$ cat src/rtl/sprite_pkg.sv
// Shared constants for the sprite pixel path: colour format, background and
// transparent colours, element ids and the default ROM read latency.
package sprite_pkg;

    localparam int ELEMENT_W    = 5;
    localparam int ADDR_W       = 10;
    localparam int COLOR_W      = 9;
    localparam int MEM_LATENCY  = 2;
    localparam int NUM_ELEMENTS = 5;

    localparam logic [COLOR_W-1:0] BG_COLOR          = 9'h000;
    localparam logic [COLOR_W-1:0] TRANSPARENT_COLOR = 9'h1C7;

    // Element 0 means "no sprite" and is never a legal ROM read.
    typedef enum logic [ELEMENT_W-1:0] {
        ELEM_NONE    = 5'd0,
        ELEM_FRUIT   = 5'd1,
        ELEM_HEART   = 5'd2,
        ELEM_BARRIER = 5'd5
    } element_e;

endpackage

$ cat src/rtl/sprite_delay_line.sv
// Reset-clearable shift register. Carries per-pixel side information so it
// lines up with ROM data that returns a fixed number of cycles later.
module sprite_delay_line #(
    parameter int WIDTH = 2,
    parameter int DEPTH = 2
) (
    input  logic             clk,
    input  logic             reset,
    input  logic [WIDTH-1:0] din,
    output logic [WIDTH-1:0] dout
);

    logic [WIDTH-1:0] stage_q [DEPTH];
    logic [WIDTH-1:0] stage_d [DEPTH];

    // Next value of every stage: new sample enters stage 0, others shift by one.
    always_comb begin
        stage_d[0] = din;
        for (int i = 1; i < DEPTH; i++) begin
            stage_d[i] = stage_q[i-1];
        end
    end

    // Stage registers; reset empties the whole pipe so no stale pixel survives.
    always_ff @(posedge clk) begin
        if (!reset) begin
            for (int i = 0; i < DEPTH; i++) begin
                stage_q[i] <= '0;
            end
        end else begin
            for (int i = 0; i < DEPTH; i++) begin
                stage_q[i] <= stage_d[i];
            end
        end
    end

    assign dout = stage_q[DEPTH-1];

endmodule

$ cat src/rtl/sprite_pixel_fetch.sv
// Sprite pixel fetch: turns {ready, element, address} per pixel into a ROM read,
// waits the fixed ROM latency and drives the final RGB for the DAC.
// Non-sprite active pixels get BG_COLOR, blanking gets 0. Illegal requests
// (element 0 or above NUM_ELEMENTS) are treated as misses and set a sticky flag.
// Optional feature macro: SPRITE_TRANSPARENCY_EN -- when defined, ROM data equal
// to TRANSPARENT_COLOR on a hit is replaced by BG_COLOR.
module sprite_pixel_fetch #(
    parameter int ELEMENT      = sprite_pkg::ELEMENT_W,
    parameter int ADDR_W       = sprite_pkg::ADDR_W,
    parameter int COLOR_W      = sprite_pkg::COLOR_W,
    parameter int MEM_LATENCY  = sprite_pkg::MEM_LATENCY,
    parameter int NUM_ELEMENTS = sprite_pkg::NUM_ELEMENTS,
    parameter logic [COLOR_W-1:0] BG_COLOR = sprite_pkg::BG_COLOR
) (
    input  logic                      clk,
    input  logic                      reset,
    input  logic                      active,
    input  logic                      ready,
    input  logic [ELEMENT-1:0]        element,
    input  logic [ADDR_W-1:0]         address,
    output logic                      mem_rd,
    output logic [ELEMENT+ADDR_W-1:0] mem_addr,
    input  logic [COLOR_W-1:0]        mem_data,
    output logic [COLOR_W-1:0]        rgb,
    output logic                      rgb_valid,
    output logic                      err_illegal
);

    import sprite_pkg::*;

    localparam logic [ELEMENT-1:0] MAX_ELEM = ELEMENT'(NUM_ELEMENTS);

`ifdef SPRITE_TRANSPARENCY_EN
    localparam logic [COLOR_W-1:0] TRANSP_COLOR = COLOR_W'(TRANSPARENT_COLOR);
`endif

    // Stage S0 decode: a hit is a legal sprite request during active video.
    logic legal;
    logic req;
    logic hit;

    assign legal = (element != '0) && (element <= MAX_ELEM);
    assign req   = ready & active;
    assign hit   = req & legal;

    logic                      mem_rd_q,   mem_rd_d;
    logic [ELEMENT+ADDR_W-1:0] mem_addr_q, mem_addr_d;
    logic                      err_q,      err_d;
    logic [COLOR_W-1:0]        rgb_q,      rgb_d;
    logic                      rgb_valid_q, rgb_valid_d;

    // Aligned copies of hit/active, arriving together with the ROM data.
    logic hit_dl;
    logic active_dl;

    sprite_delay_line #(
        .WIDTH (2),
        .DEPTH (MEM_LATENCY)
    ) u_align (
        .clk   (clk),
        .reset (reset),
        .din   ({hit, active}),
        .dout  ({hit_dl, active_dl})
    );

    // S0 next state: issue the read on a hit, hold the address otherwise,
    // and latch any illegal request into the sticky error.
    always_comb begin
        mem_rd_d   = hit;
        mem_addr_d = mem_addr_q;
        if (hit) begin
            mem_addr_d = {element, address};
        end
        err_d = err_q | (req & ~legal);
    end

    // Output mux: blank, ROM colour on a hit, or background on a miss.
    always_comb begin
        rgb_d       = '0;
        rgb_valid_d = 1'b0;
        if (active_dl) begin
            rgb_valid_d = 1'b1;
            if (hit_dl) begin
`ifdef SPRITE_TRANSPARENCY_EN
                rgb_d = (mem_data == TRANSP_COLOR) ? BG_COLOR : mem_data;
`else
                rgb_d = mem_data;
`endif
            end else begin
                rgb_d = BG_COLOR;
            end
        end
    end

    // All block state; synchronous active-low reset flushes everything.
    always_ff @(posedge clk) begin
        if (!reset) begin
            mem_rd_q    <= 1'b0;
            mem_addr_q  <= '0;
            err_q       <= 1'b0;
            rgb_q       <= '0;
            rgb_valid_q <= 1'b0;
        end else begin
            mem_rd_q    <= mem_rd_d;
            mem_addr_q  <= mem_addr_d;
            err_q       <= err_d;
            rgb_q       <= rgb_d;
            rgb_valid_q <= rgb_valid_d;
        end
    end

    assign mem_rd      = mem_rd_q;
    assign mem_addr    = mem_addr_q;
    assign err_illegal = err_q;
    assign rgb         = rgb_q;
    assign rgb_valid   = rgb_valid_q;

endmodule
$ cat config.mk
export PLATFORM = sky130hd
export DESIGN_NAME = sprite_pixel_fetch
export DESIGN_NICKNAME = d
export VERILOG_FILES = /design/src/rtl/sprite_pkg.sv /design/src/rtl/sprite_delay_line.sv /design/src/rtl/sprite_pixel_fetch.sv
export SDC_FILE = /design/constraint.sdc
export NUM_CORES = 1
export LEC_CHECK = 0
export CAP_MARGIN = 10
export CELL_PAD_IN_SITES_DETAIL_PLACEMENT = 0
export CELL_PAD_IN_SITES_GLOBAL_PLACEMENT = 1
export CORE_UTILIZATION = 25
export CTS_CLUSTER_DIAMETER = 50
export DETAILED_ROUTE_END_ITERATION = 12
export PLACE_DENSITY_LB_ADDON = 0.1
export SYNTH_ARGS = -nofsm -noshare
export SYNTH_HDL_FRONTEND = slang
export SYNTH_HIERARCHICAL = 1
export SYNTH_SLANG_ARGS = --single-unit
export TNS_END_PERCENT = 1
$ cat constraint.sdc
create_clock -name clk -period 1.4 [get_ports clk]
set_input_delay 0.28 -clock clk [delete_from_list [all_inputs] [get_ports clk]]
set_output_delay 0.28 -clock clk [all_outputs]
set_load 0.05 [all_outputs]
==> qor.yml <==
status: "finished, final reports clean"
drive_gt1_share_pct: 29.0
firstDrtPassIters: 3
numCtsBuffers: 5
vias: 874
rows: 23
coreArea_um2: 4030
ys_top_cells_by_count: "dfxtp_1, nand2_1, and2_1"
synthAdderAreaFrac_pct: 0
ff2ff_setup_slack_ps: 560
io_pins: 55
die-area_um2: 4480
fill_cells: 362
root_buffer: "clkbuf_8"
synthArstFlopShare_pct: 0
diodes: 0
arrival_ps: 1550
die_h_um: 67.0
via_per_inst: 4.12
ys_ff_latch: 31
grt.overflow.total: 0
synth_compound_area_share_pct: 1.90
clockBufferDepth: 2
ir_worst_vdd_mv: 0.500
grt_pass1_wl_mm: 3.88
avgSynthCellArea_um2: 10.5
syn_nets: 128
leakage_nw: 0.838
min_path_type: "input port to register"
place_area_um2: 1920
rsz0062_at_grt: "no"
r2r_end: "rgb[5]"
critical_path_class: "input port to register"
synthMuxAreaShare_pct: 12.3
relSlewSlack_pct: 85.1
timing.fmax_mhz: 746
yosysTopAreaCell: "dfxtp_1"
critical_path.max_fanout: 8
post_cts_buffers: 0
powerDensity_nw_per_um2: 894
grt_pass1_vias: 841
final.period_utilization_pct: 95.8
cts_tree: "done"
r2r-start: "u_align/stage_q[0][2]"
gp_congestion: 0.669
grt_use_total_pct: 12.2
ys_seq_area_share_pct: 58.8
fin_ws_ps: 59.0
synth_top_flop_cell: "dfxtp_1"
worstMarginPinSlew_ps: 224
start_util_pct: 26.2
ys_top_cells_by_area: "dfxtp_1, mux2i_1, nand2_1"
io_buffers: 54
synth_warnings: 6
synth_top_family_by_area: "simple AND/OR/NAND/NOR gates"
dpl.hpwl_mm: 1.68
grt_antenna_before_repair: 0
finalSetupViolations: 0
chipWidth_um: 67.0
cts_sinks: 31
r2r_cells: 2
synthDistinctLibCells: 15
critPathCaptureType: "register"
wl_met2_mm: 1.21
period_needed_ps: 1340
critPathLaunch: "ready"
maxCapViolCount: 0
top_layer: "met4"
stdcell_area_um2: 2090
drc_errors: 0
finalPower_mw: 1.87
drt_iter0_drc: 31
yosysMostFrequentCell: "dfxtp_1"
insertion_delay_ps: 280
synthesis.area_um2: 1050
ctsHoldBuffers: 0
synth_edf_count: 0
wl_met3_um: 238
yosys.area_share.xor_xnor_pct: 0
drt-total-wl_mm: 2.43
fin_hold_ws_ps: 387
synth.top_cell.area_share_pct: 58.8
ant_nets: 0
clk_pin_slew_ps: 60
layout.nets: 189
place_ws_ps: -432
synthToLayoutAreaGrowth_pct: 98.0
crit_end: "mem_addr[6]"
slew_violations: 0
wl_met1_um: 960
post_drt_wl_per_cell_um: 11.4
grt_max_degree: 23
htreeDepth: 2
required_ps: 1610
finClkSkew_ps: 2.74
hold_viol: 0
startpoint_type: "input port"
synthCells: 100
yosys.area_share.simple_pct: 22.5
[power by group]
part	switching (mW)	internal (mW)	total (mW)	leakage (nW)
Sequential	0.0103	0.895	0.906	0.251
Combinational	0.0839	0.126	0.210	0.536
Clock	0.304	0.448	0.751	0.0515
Total	0.398	1.47	1.87	0.838
[layout make-up]
class                   count  area, µm²  area share [%]
clock buffers               8        100            4.79
multi-input cells          63        402            19.2
flip-flops and latches     31        621            29.7
well taps                  50       62.6            3.00
repair buffers             60        903            43.3
[layer usage]
metal	vias to the layer above	global-route usage, %
met1	393	13.0
met2	39	19.1
li1	440	-
met3	2	7.36
met4	0	5.59
met5	-	0
[worst min-delay path by stage]
stage | slack (ps) | end | depth (start not counted) | startpoint
after floorplan | 400 | rgb[0] | 1 | mem_data[0]
after global placement | 420 | u_align/stage_q[0][3] | 1 | u_align/stage_q[0][1]
after detailed placement | 420 | u_align/stage_q[0][3] | 1 | u_align/stage_q[0][1]
after CTS | 400 | mem_addr[11] | 3 | element[1]
after global routing | 380 | u_align/stage_q[0][0] | 3 | active
final | 390 | u_align/stage_q[0][0] | 3 | active
[repair_timing]
| item | 4_1_cts | 5_1_grt |
|---|---|---|
| resized for setup | 11 | 3 |
| gates cloned | 2 | 0 |
| hold endpoints to repair | 0 | 0 |
| pin swaps | 3 | 2 |
| setup endpoints to repair | 17 | 8 |
[cells by family (layout without fill, tap and decap cells)]
family	count (synthesis)	in the layout
simple gates	47	47
flops	31	31
compound gates	3	3
buf+inv	6	68
mux	13	13
[registers in the layout, summed over array words and instances (netlist names)]
register,cells
rgb,9
err_illegal,1
mem_rd,1
rgb_valid,1
u_align/stage_q,4
mem_addr,15
[cell usage in the layout, fill, tap and decap left out, types with 3 or more instances in the layout]
cell | Yosys | final
dfxtp_1 | 31 | 31
buf_12 | 1 | 28
nand2_1 | 27 | 26
clkdlybuf4s50_1 | 0 | 21
and2_1 | 14 | 14
mux2i_1 | 13 | 13
clkbuf_8 | 0 | 7
dlygate4sd2_1 | 0 | 4
and3b_2 | 2 | 3
buf_4 | 0 | 3
[critical path, stage by stage]
cell and delay, ps:
clkdlybuf4s50_1 470, nand2_2 60, and3b_2 350, clkbuf_16 200, mux2i_1 180
[metrics by stage]
stage | util (%) | cells | setup TNS, ps
global placement | 47.8 | 202 | -4860
CTS | 51.8 | 212 | -0.344
finish | 51.8 | 212 | 0
detailed placement | 47.8 | 202 | -6380
global route | 51.8 | 212 | 0
floorplan | - | 100 | 0
Power figures use the tool's default switching activity.
